[config.mk]
export PLATFORM = sky130hd
export DESIGN_NAME = planning_turn_scheduler
export DESIGN_NICKNAME = d
export VERILOG_FILES = /design/src/rtl/planning_pkg.sv /design/src/rtl/planning_step.sv /design/src/rtl/planning_turn_scheduler.sv
export SDC_FILE = /design/constraint.sdc
export NUM_CORES = 1
export LEC_CHECK = 0
export ABC_CLOCK_PERIOD_IN_PS = 4800
export CORE_MARGIN = 2
export CORE_UTILIZATION = 60
export CTS_CLUSTER_DIAMETER = 30
export DETAILED_ROUTE_END_ITERATION = 12
export GPL_TIMING_DRIVEN = 0
export PLACE_DENSITY = 0.87
export SLEW_MARGIN = 20
export SYNTH_ARGS = -nofsm -noshare
export SYNTH_HDL_FRONTEND = slang
export SYNTH_SLANG_ARGS = --single-unit
[constraint.sdc]
create_clock -name clk -period 4.8 [get_ports clk]
set_input_delay 0.96 -clock clk [delete_from_list [all_inputs] [get_ports clk]]
set_output_delay 0.96 -clock clk [all_outputs]
set_load 0.02 [all_outputs]
[src/rtl/planning_pkg.sv]
// Shared definitions for the planning grid world: direction bit positions,
// turn-scheduler states and the coordinate width.
package planning_pkg;

    localparam int DIR_UP    = 3;
    localparam int DIR_DOWN  = 2;
    localparam int DIR_LEFT  = 1;
    localparam int DIR_RIGHT = 0;

    localparam int COORD_W_DEF = 3;

    typedef enum logic [1:0] {
        ST_INIT  = 2'd0,
        ST_ROBOT = 2'd1,
        ST_ENV   = 2'd2,
        ST_ERR   = 2'd3
    } state_t;

    // True when at most one direction bit is set.
    function automatic logic onehot0(input logic [3:0] dir);
        return (dir & (dir - 4'd1)) == 4'd0;
    endfunction

endpackage

[src/rtl/planning_step.sv]
// One-agent move: applies a direction to (x, y), saturating at the grid walls,
// and flags a direction vector with more than one bit set.
module planning_step
    import planning_pkg::*;
#(
    parameter int GRID_W  = 8,
    parameter int GRID_H  = 8,
    parameter int COORD_W = COORD_W_DEF
) (
    input  logic [COORD_W-1:0] x,
    input  logic [COORD_W-1:0] y,
    input  logic [3:0]         dir,
    output logic [COORD_W-1:0] next_x,
    output logic [COORD_W-1:0] next_y,
    output logic               illegal
);

    always_comb begin
        next_x  = x;
        next_y  = y;
        illegal = !onehot0(dir);
        // An illegal vector leaves the position untouched; a wall hit is silent.
        if (!illegal) begin
            if (dir[DIR_UP] && (int'(y) < GRID_H - 1))
                next_y = y + COORD_W'(1);
            if (dir[DIR_DOWN] && (int'(y) > 0))
                next_y = y - COORD_W'(1);
            if (dir[DIR_LEFT] && (int'(x) > 0))
                next_x = x - COORD_W'(1);
            if (dir[DIR_RIGHT] && (int'(x) < GRID_W - 1))
                next_x = x + COORD_W'(1);
        end
    end

endmodule

[src/rtl/planning_turn_scheduler.sv]
// Grants the move slot to the environment during initialisation, then
// alternates robot and environment turns; illegal moves and collisions latch ERR.
module planning_turn_scheduler
    import planning_pkg::*;
#(
    parameter int GRID_W   = 8,
    parameter int GRID_H   = 8,
    parameter int COORD_W  = COORD_W_DEF,
    parameter int TURN_MAX = 16
) (
    input  logic               clk,
    input  logic               rst,
    input  logic               end_init,
    input  logic [3:0]         robot_dir,
    input  logic [3:0]         obs1_dir,
    input  logic [3:0]         obs2_dir,
    output logic               rt_robot,
    output logic               rt_env,
    output logic [COORD_W-1:0] robot_x,
    output logic [COORD_W-1:0] robot_y,
    output logic [COORD_W-1:0] obs1_x,
    output logic [COORD_W-1:0] obs1_y,
    output logic [COORD_W-1:0] obs2_x,
    output logic [COORD_W-1:0] obs2_y,
    output logic [7:0]         turn_cnt,
    output logic               done,
    output logic               error
);

    state_t state;

    logic [COORD_W-1:0] rob_nx, rob_ny, o1_nx, o1_ny, o2_nx, o2_ny;
    logic               rob_ill, o1_ill, o2_ill;
    logic               o1_on_robot, o2_on_robot, robot_hit;

    planning_step #(.GRID_W(GRID_W), .GRID_H(GRID_H), .COORD_W(COORD_W)) u_step_robot (
        .x(robot_x), .y(robot_y), .dir(robot_dir),
        .next_x(rob_nx), .next_y(rob_ny), .illegal(rob_ill)
    );

    planning_step #(.GRID_W(GRID_W), .GRID_H(GRID_H), .COORD_W(COORD_W)) u_step_obs1 (
        .x(obs1_x), .y(obs1_y), .dir(obs1_dir),
        .next_x(o1_nx), .next_y(o1_ny), .illegal(o1_ill)
    );

    planning_step #(.GRID_W(GRID_W), .GRID_H(GRID_H), .COORD_W(COORD_W)) u_step_obs2 (
        .x(obs2_x), .y(obs2_y), .dir(obs2_dir),
        .next_x(o2_nx), .next_y(o2_ny), .illegal(o2_ill)
    );

    assign o1_on_robot = (o1_nx == robot_x) && (o1_ny == robot_y);
    assign o2_on_robot = (o2_nx == robot_x) && (o2_ny == robot_y);
    assign robot_hit   = ((rob_nx == obs1_x) && (rob_ny == obs1_y)) ||
                         ((rob_nx == obs2_x) && (rob_ny == obs2_y));

    always_ff @(posedge clk or posedge rst) begin
        if (rst) begin
            state    <= ST_INIT;
            robot_x  <= '0;
            robot_y  <= '0;
            obs1_x   <= COORD_W'(GRID_W - 1);
            obs1_y   <= COORD_W'(GRID_H - 1);
            obs2_x   <= COORD_W'(GRID_W - 1);
            obs2_y   <= '0;
            turn_cnt <= 8'd0;
            error    <= 1'b0;
        end else begin
            case (state)
                ST_INIT: begin
                    if (o1_ill || o2_ill) begin
                        state <= ST_ERR;
                        error <= 1'b1;
                    end else begin
                        // During setup an obstacle may not step onto the robot.
                        if (!o1_on_robot) begin
                            obs1_x <= o1_nx;
                            obs1_y <= o1_ny;
                        end
                        if (!o2_on_robot) begin
                            obs2_x <= o2_nx;
                            obs2_y <= o2_ny;
                        end
                        if (end_init)
                            state <= ST_ROBOT;
                    end
                end
                ST_ROBOT: begin
                    if (rob_ill) begin
                        state <= ST_ERR;
                        error <= 1'b1;
                    end else begin
                        robot_x <= rob_nx;
                        robot_y <= rob_ny;
                        if (robot_hit) begin
                            state <= ST_ERR;
                            error <= 1'b1;
                        end else begin
                            state <= ST_ENV;
                            if (turn_cnt < 8'(TURN_MAX))
                                turn_cnt <= turn_cnt + 8'd1;
                        end
                    end
                end
                ST_ENV: begin
                    if (o1_ill || o2_ill) begin
                        state <= ST_ERR;
                        error <= 1'b1;
                    end else begin
                        obs1_x <= o1_nx;
                        obs1_y <= o1_ny;
                        obs2_x <= o2_nx;
                        obs2_y <= o2_ny;
                        if (o1_on_robot || o2_on_robot) begin
                            state <= ST_ERR;
                            error <= 1'b1;
                        end else begin
                            state <= ST_ROBOT;
                        end
                    end
                end
                default: ;
            endcase
        end
    end

    assign rt_robot = (state == ST_ROBOT);
    assign rt_env   = (state == ST_INIT) || (state == ST_ENV);
    assign done     = (state != ST_ERR) && (turn_cnt == 8'(TURN_MAX));

endmodule

==> results of run 1 <==
-- metal layers --
| layer | vias to the layer above | GRT usage |
|---|---|---|
| met1 | 1383 | 0.3389 |
| li1 | 1407 | - |
| met4 | 0 | 0.1111 |
| met5 | - | 0 |
| met3 | 12 | 0.03968 |
| met2 | 88 | 0.5072 |
-- final cells by class --
class | count | area share
Multi-Input combinational cell | 287 | 0.5723
Sequential cell | 29 | 0.2009
Timing Repair Buffer | 41 | 0.1119
Buffer | 23 | 0.02967
Inverter | 29 | 0.02967
Tap cell | 67 | 0.02285
Clock buffer | 6 | 0.02251
Clock inverter | 2 | 0.01023
-- path summary, 6_finish.rpt --
| check | startpoint | end | slack [ns] | cells after the start |
|---|---|---|---|---|
| max | obs1_dir[0] | obs1_y[0]$_DFFE_PP1P_ | 1.29 | 10 |
| min | error$_DFFE_PP0P_ | error$_DFFE_PP0P_ | 0.47 | 2 |
| max reg2reg | robot_y[1]$_DFFE_PP0P_ | turn_cnt[1]$_DFFE_PP0P_ | 1.66 | 11 |
| min reg2reg | error$_DFFE_PP0P_ | error$_DFFE_PP0P_ | 0.47 | 2 |
| max in group asynchronous | rst | robot_y[2]$_DFFE_PP0P_ | 3.32 | 2 |
| min in group asynchronous | rst | state[1]$_DFFE_PP0P_ | 1.06 | 2 |
-- logic make-up after synthesis --
group | share of synthesized area
flip-flops | 0.2413
AND/OR/NAND/NOR | 0.2487
buffers and inverters | 0.07128
AO/OA/AOI/OAI | 0.2106
adder cells (fa/ha/maj) | 0.1024
XOR/XNOR | 0.09177
multiplexers | 0.03400
-- registers in the layout, indices dropped and copies added, names as in the netlist --
register / cells
obs1_y: 3
error: 1
robot_x: 3
obs1_x: 3
obs2_x: 3
turn_cnt: 8
state: 2
robot_y: 3
obs2_y: 3
-- cell usage after synthesis (5+ instances only) --
cell / count
nor2b_1: 12
xnor2_1: 24
xor2_1: 8
o21ai_0: 9
a31oi_1: 6
dfrtp_1: 20
dfstp_2: 9
nor3_1: 9
ha_1: 25
nor4_1: 5
mux2i_1: 7
nand2_1: 22
nand2b_1: 8
a21oi_1: 16
clkbuf_1: 10
nand3_1: 17
buf_2: 12
nor2_1: 23
inv_1: 29
a21o_1: 5
-- stage by stage --
stage               total power [mW]    util  area (um^2)  setup slack, ns
detailed placement             1.766  0.7366         3548            1.053
floorplan                      1.385       -         3054            1.836
CTS                            2.052  0.7616         3669            1.347
finish                         2.066  0.7616         3669            1.289
global placement               1.708  0.7366         3548            1.093
global route                   2.212  0.7616         3669            1.097
-- report_power, final --
part | total (mW) | switching [mW] | leakage [nW] | internal, mW
clock | 0.279 | 0.110 | 0.0574 | 0.169
sequential | 0.445 | 0.106 | 0.336 | 0.339
combinational | 1.34 | 0.755 | 1.15 | 0.587
-- critical path: cells and delay by family --
kind / cells / cell delay (ns)
XOR/XNOR: 1 / 0.12
AO/OA/AOI/OAI: 3 / 0.99
AND/OR/NAND/NOR: 3 / 0.74
buffers and inverters: 3 / 0.93
==> flow_summary.json, run 1 <==
{
  "diodes": 0,
  "avgSynthCellArea_um2": 8.299,
  "ctsRootBufferMaster": "clkbuf_8",
  "drc": 0,
  "grt_max_degree": 30,
  "power_density_mw_per_mm2": 563.2,
  "die_h_um": 75.35,
  "cpPeakStageDelay_ns": 0.45,
  "multi_input_area_mm2": 0.002100,
  "nets": 456,
  "yosys_register_bits": 29,
  "die_area_mm2": 0.005677,
  "fin_cells": 484,
  "fmax_mhz": 284.8,
  "cp.arrival_ns": 3.74,
  "synth_warnings": 0,
  "wl_met3_um": 361,
  "synthArstFlopShare": 1.000,
  "cts_buffers": 5,
  "die_w_um": 75.35,
  "synth_top_area_frac": 0.1639,
  "dr.pass1.iters": 4,
  "synth_ff_type": "dfrtp_1",
  "crit_fanout": 10,
  "viasPerCell": 5.971,
  "drtIter0Drc": 194,
  "vias": 2890,
  "period_share": 0.7315,
  "synth.largest_area_cell": "dfrtp_1",
  "met2_length_um": 3809,
  "row_count": 25,
  "io_pins": 45,
  "cts_tree": "yes",
  "placedCellCount": 476,
  "wire_per_inst_um": 15.46,
  "postCtsHoldBufs": 0,
  "area_growth_syn_to_layout_pct": 20.11,
  "grt.overflow.total": 0,
  "tns_ns": 0,
  "leakage_nw": 1.546,
  "synth_area_mm2": 0.003054,
  "grt_pass1_wl_um": 12280,
  "synth-edff-count": 0,
  "antenna_found_initial": 0,
  "cts_setup_buffers": 0,
  "critPathRequiredTime_ns": 5.02,
  "grt_pass1_vias": 2764,
  "ys_types": 69,
  "crit_path_start_kind": "primary input",
  "io_buffers": 41,
  "relSlewSlack": 0.5738,
  "rsz0062_at_grt": "no",
  "coreArea_mm2": 0.004817,
  "worstMarginPinSlew_ns": 0.6383,
  "synth_fp_nets": 408,
  "worst_ir_drop_vdd_uv": 304.5,
  "place.gp.congestion": 0.9023,
  "path_cells": "clkdlybuf4s50_1, buf_2, or2_2, o22ai_1, o21ai_0, nor2b_1, clkbuf_1, a21boi_2, nor2b_4, xnor2_1",
  "slew_violations": 0,
  "antenna_left": 0,
  "clk_latency_ns": 0.30,
  "clock_sinks": 29,
  "wirelength_um": 7481,
  "setup_viol": 0,
  "crit_type": "in -> reg",
  "status": "completed",
  "synth_area_leaders": "dfrtp_1 16%, ha_1 10%, dfstp_2 7.7%",
  "highest_layer": "met4",
  "nFillCells": 379,
  "synth.yosys.seq_area_share": 0.2413,
  "hold_class": "reg -> reg",
  "drv_cap": 0,
  "post_cts_resized": 0,
  "clk_path_buf_depth": 2,
  "drive_gt1_frac": 0.1151,
  "hold_viol_final": 0,
  "dp_hpwl_um": 5643,
  "grt_usage": 0.2821,
  "critPathCaptureType": "flop",
  "path_clk_slew_ns": 0.08,
  "hold_ws_ns": 0.4667,
  "syn_inst": 368,
  "regArea_um2": 737.0,
  "clock-skew-final_ns": 0.007980,
  "start_util": 0.6340,
  "cp_slowest_cell": "a21boi_2",
  "final_common_cell": "clkdlybuf4s50_1",
  "met1Wirelength_um": 3181,
  "htreeDepth": 2,
  "period_needed_ns": 3.511,
  "layout_common_cells": "41 x clkdlybuf4s50_1, 28 x inv_1, 25 x ha_1"
}
Note: power is estimated with default switching activity, not from simulation.
==> run 2: changes to the inputs <==
ABC_CLOCK_PERIOD_IN_PS = 3300   (was 4800)
CORE_UTILIZATION = 56   (was 60)
PLACE_DENSITY = 0.82   (was 0.87)
clock period = 3.3 ns   (was 4.8 ns; I/O delays follow)
==> run 2 against run 1 <==
Non-clock buffer count is the same. Sequential share of layout area shrank 0.15 points. Final cell count grew 0.62%. Flip-flop and latch count is the same. Routed wire length shrank 3.2%. Cell area grew 0.75%. Die area grew 6.8%. Clock skew shrank 0.0016 ns. Combinational power grew 44%. Sequential power grew 45%. First-iteration DRC count shrank 26%. Total power grew 44%. Critical path type unchanged. Largest power group unchanged. Highest routed layer unchanged.
==> flow_summary.json, run 2 (same netlist as run 1, synthesis figures left out) <==
{
  "status": "completed",
  "drc": 0,
  "crit_type": "in -> reg",
  "crit_buf_inv": 1,
  "crit_fanout": 7,
  "htreeDepth": 2,
  "clk_latency_ns": 0.29,
  "largest_register_ffs": 8,
  "fmax_mhz": 314.3,
  "nets": 456,
  "ctsRootBufferMaster": "clkbuf_8",
  "postCtsHoldBufs": 0,
  "period_needed_ns": 3.181,
  "top_register": "turn_cnt",
  "period_share": 0.9641,
  "die_h_um": 77.85,
  "antenna_left": 0,
  "cts_tree": "yes",
  "final_common_cell": "clkdlybuf4s50_1",
  "viasPerCell": 5.877,
  "rr_startpoint": "obs2_x[0]$_DFFE_PP1P_",
  "clk_path_buf_depth": 2,
  "final_area_mm2": 0.003696,
  "pre_cts_ws_ns": -0.2113,
  "cp_top_family": "compound AO/OA/AOI/OAI gates",
  "hp-start": "error$_DFFE_PP0P_",
  "grt_max_degree": 30,
  "crit_cells": 9,
  "hold_ws_ns": 0.4752,
  "reg2reg_depth": 11,
  "io_buffers": 41,
  "drive_gt1_frac": 0.1223,
  "cpPeakStageDelay_ns": 0.53,
  "drv_cap": 0,
  "wire_per_inst_um": 14.88,
  "crit_path_start_kind": "primary input",
  "setup_slack_ns": 0.1186,
  "grt.overflow.total": 0,
  "drtIter0Drc": 143,
  "power_density_mw_per_mm2": 805.5,
  "clock_sinks": 29,
  "grt_pass1_wl_um": 11630,
  "vias": 2862,
  "coreArea_mm2": 0.005172,
  "rsz0062_at_grt": "yes",
  "grt_usage": 0.2373,
  "p_total_mw": 2.977,
  "path_clk_slew_ns": 0.07,
  "hold_path_depth": 2,
  "wirelength_um": 7245,
  "setup_viol": 0,
  "cts_buffers": 5,
  "critPathRequiredTime_ns": 3.47,
  "critPathCaptureType": "flop",
  "cp-startpoint": "robot_dir[3]",
  "worst_ir_drop_vdd_uv": 407.9,
  "leakage_nw": 1.550,
  "die_area_mm2": 0.006061,
  "row_count": 26,
  "path_cells": "clkdlybuf4s50_1, nor3_1, nand3_1, o21ai_0, xor2_1, o2111ai_1, o22ai_2, nor4_2, mux2_2",
  "hold_viol_final": 0,
  "place.gp.congestion": 0.9469,
  "antenna_found_initial": 0,
  "grt_pass1_vias": 2625,
  "cp_slowest_cell": "clkdlybuf4s50_1",
  "diodes": 0,
  "final_util": 0.7146,
  "dpl_cell_area_mm2": 0.003552,
  "layout_common_cells": "41 x clkdlybuf4s50_1, 28 x inv_1, 25 x ha_1",
  "die_w_um": 77.85,
  "dp_hpwl_um": 5483,
  "start_util": 0.5905,
  "cp.arrival_ns": 3.35,
  "clock-skew-final_ns": 0.006368,
  "dr.pass1.iters": 4,
  "io_pins": 45,
  "hold_class": "reg -> reg",
  "area_growth_syn_to_layout_pct": 21.02,
  "worstMarginPinSlew_ns": 0.6271,
  "slew_violations": 0,
  "relSlewSlack": 0.5813
}
## run 2: cell types whose count changed in the layout (fill, tap and decap cells not counted)
cell      delta
a21oi_1      -1
a221oi_2     +1
nor4b_2      +1
a221oi_1     -1
a21boi_2     -1
a21oi_2      +1
nor4b_1      -1
a21boi_4     +1
## run 2: cell type report
cell class,instances,area (um^2)
Inverter,29,108.9
Buffer,23,108.9
Clock inverter,2,37.54
Multi-Input combinational cell,287,2123
Timing Repair Buffer,41,410.4
Clock buffer,6,82.58
Sequential cell,29,737.0
Fill cell,411,1476
Tap cell,70,87.58
## run 2: metrics by stage
stage,TNS [ns],std cells
2_1_floorplan,0,368
3_3_place_gp,-0.6871,479
3_5_place_dp,-1.161,479
4_1_cts,0,487
5_1_grt,-0.01555,487
6_report,0,487
## run 2: final timing paths
check / endpoint / slack [ns]
min in group asynchronous: robot_x[1]$_DFFE_PP0P_ / 0.77
max: turn_cnt[1]$_DFFE_PP0P_ / 0.12
min reg2reg: error$_DFFE_PP0P_ / 0.48
min: error$_DFFE_PP0P_ / 0.48
max reg2reg: obs2_x[1]$_DFFE_PP1P_ / 0.20
max in group asynchronous: robot_y[1]$_DFFE_PP0P_ / 2.12
## run 2: power breakdown
group	switching, mW	total (mW)	internal, mW
Clock	0.155	0.400	0.245
Combinational	1.07	1.93	0.859
Sequential	0.152	0.645	0.494
## run 2: repair_timing
action | in CTS | in global routing
setup endpoints to repair | 0 | 6
buffers inserted | 0 | 0
gates resized for setup | 0 | 4
## run 2: layer usage
metal / up-vias / track usage / wire length [um]
met4: 0 / 0.07500 / 127
met3: 9 / 0.03140 / 406
met2: 85 / 0.4207 / 3576
li1: 1403 / - / -
met5: - / 0 / 0
met1: 1365 / 0.2968 / 3134
## run 2: worst reg2reg max path, delay by kind of cell, from the launching register on
kind / cells / cell delay, ns
buffers and inverters: 2 / 0.27
AO/OA/AOI/OAI: 3 / 0.40
multiplexers: 1 / 0.34
AND/OR/NAND/NOR: 4 / 1.17
flip-flops: 1 / 0.54
adder cells (fa/ha/maj): 1 / 0.31
==> run 3: changes to the inputs <==
CORE_UTILIZATION = 57   (was 56)
CTS_BUF_LIST = sky130_fd_sc_hd__clkbuf_4   (was default)
PLACE_DENSITY = 0.83   (was 0.82)
==> run 3 against run 2 <==
Via count is 0.21% lower. Fmax increased by 2.7%. Non-clock buffer count is the same. Sequential share of layout area is 0.32 points higher. Largest power group unchanged. Highest routed layer unchanged. Critical path type is now reg -> reg. Clock-buffer cell count down 1. Sequential power is essentially flat. Clock skew grew 0.0039 ns. Final cell count did not move. Total power fell by 4.3%. First-iteration DRC count fell by 24%. Routed wire length shrank 4.4%.
==> flow_summary.json, run 3 (same netlist as run 1, synthesis figures left out) <==
{
  "status": "completed",
  "grt_max_degree": 30,
  "rr_startpoint": "obs2_x[0]$_DFFE_PP1P_",
  "place.gp.congestion": 0.9129,
  "row_count": 26,
  "seq_power_share": 0.227,
  "grt.overflow.total": 0,
  "crit_fanout": 7,
  "crit_path_start_kind": "flop",
  "dpl_cell_area_mm2": 0.003552,
  "cpPeakStageDelay_ns": 0.55,
  "path_clk_slew_ns": 0.10,
  "critPathRequiredTime_ns": 3.59,
  "final_common_cell": "clkdlybuf4s50_1",
  "drv_cap": 0,
  "period_needed_ns": 3.097,
  "hp-start": "error$_DFFE_PP0P_",
  "crit_type": "reg -> reg",
  "io_pins": 45,
  "worstMarginPinSlew_ns": 0.5980,
  "dr.pass1.iters": 4,
  "rsz0062_at_grt": "no",
  "clkPwrFrac": 0.105,
  "hold_class": "reg -> reg",
  "p_comb_frac": 0.668,
  "p_sw_mw": 1.348,
  "ctsRootBufferMaster": "clkbuf_4",
  "clk_path_buf_depth": 2,
  "hold_viol_final": 0,
  "swShare": 0.4731,
  "die_w_um": 77.20,
  "nets": 456,
  "clock_sinks": 29,
  "grt_usage": 0.2350,
  "final_area_mm2": 0.003638,
  "intPower_mw": 1.502,
  "antenna_left": 0,
  "cts_buffers": 5,
  "io_buffers": 41,
  "clk_latency_ns": 0.36,
  "largest_register_ffs": 8,
  "period_share": 0.9384,
  "drc": 0,
  "crit_top_cell": "nand3_1",
  "setup_viol": 0,
  "worst_ir_drop_vdd_uv": 582.0,
  "grt_pass1_vias": 2497,
  "dp_hpwl_um": 5432,
  "drive_gt1_frac": 0.1127,
  "cp_top_family": "simple AND/OR/NAND/NOR gates",
  "coreArea_mm2": 0.005140,
  "cp_slowest_cell": "dfstp_2",
  "slew_violations": 0,
  "fmax_mhz": 322.9,
  "leakage_nw": 1.529,
  "critPathCaptureType": "flop",
  "die_area_mm2": 0.005960,
  "tns_ns": 0,
  "antenna_found_initial": 0,
  "die_h_um": 77.20,
  "postCtsHoldBufs": 0,
  "drtIter0Drc": 109,
  "placedCellCount": 479,
  "start_util": 0.5942,
  "setup_slack_ns": 0.2033,
  "cts_tree": "yes",
  "power_density_mw_per_mm2": 783.4,
  "area_growth_syn_to_layout_pct": 19.13,
  "fin_cells": 487,
  "pre_cts_ws_ns": -0.1630,
  "cp.arrival_ns": 3.39,
  "path_cells": "buf_2, inv_1, ha_1, and4_1, a211oi_1, or4_1, a21o_1, a2bb2oi_1, nand3_1, nand3_1, mux2_1",
  "cp-startpoint": "obs2_x[0]$_DFFE_PP1P_",
  "vias": 2856,
  "wire_per_inst_um": 14.22,
  "crit_buf_inv": 2,
  "clock-skew-final_ns": 0.01029,
  "wirelength_um": 6924,
  "viasPerCell": 5.864,
  "diodes": 0,
  "top_register": "turn_cnt",
  "relSlewSlack": 0.6007,
  "rrSetupSlack_ns": 0.20,
  "layout_common_cells": "41 x clkdlybuf4s50_1, 28 x inv_1, 25 x ha_1",
  "grt_pass1_wl_um": 11450,
  "nFillCells": 455,
  "htreeDepth": 2
}
-- run 3: area by class of cell --
type	count	area [um^2]	share of cell area
Buffer	23	108.9	0.02992
Multi-Input combinational cell	287	2107	0.5791
Clock inverter	3	41.29	0.01135
Timing Repair Buffer	41	410.4	0.1128
Inverter	29	108.9	0.02992
Clock buffer	5	37.54	0.01032
Sequential cell	29	737.0	0.2025
Tap cell	70	87.58	0.02407
-- run 3: path summary, 6_finish.rpt --
path / end / cells after the start
setup / recovery: obs2_x[1]$_DFFE_PP1P_ / 11
hold / removal: error$_DFFE_PP0P_ / 2
setup reg to reg: obs2_x[1]$_DFFE_PP1P_ / 11
hold reg to reg: error$_DFFE_PP0P_ / 2
max in group asynchronous: obs2_y[2]$_DFFE_PP0P_ / 2
min in group asynchronous: robot_x[0]$_DFFE_PP0P_ / 2
-- run 3: repair_timing --
item / CTS / global route
resized for setup: 0 / 1
setup endpoints to repair: 0 / 2
buffers inserted: 0 / 0
-- run 3: power groups by stage --
stage	sequential, mW	clock (mW)	combinational [mW]
6_report	0.647	0.300	1.90
2_1_floorplan	0.744	0	1.27
4_1_cts	0.645	0.302	1.90
3_5_place_dp	0.651	0	1.89
3_3_place_gp	0.643	0	1.84
5_1_grt	0.666	0.319	2.10
-- run 3: worst reg2reg max path: cells and delay by family (launching register included) --
kind                     cells  cell delay, ns
AND/OR/NAND/NOR              4            1.17
flip-flops                   1            0.55
AO/OA/AOI/OAI                3            0.41
multiplexers                 1            0.33
adder cells (fa/ha/maj)      1            0.31
buffers and inverters        2            0.26
-- run 3: metrics by stage --
step | power, mW | hold WS [ns] | utilization
after floorplan | 2.015 | 0.5767 | -
after global placement | 2.485 | 0.4536 | 0.6911
after detailed placement | 2.536 | 0.4648 | 0.6911
after CTS | 2.842 | 0.4894 | 0.7064
after global routing | 3.082 | 0.5324 | 0.7079
final | 2.850 | 0.4828 | 0.7079
-- run 3: metal layers --
metal | share of wire | GRT usage
met1 | 0.46 | 0.3114
met2 | 0.48 | 0.3957
met3 | 0.041 | 0.03176
met4 | 0.021 | 0.07500
met5 | 0 | 0
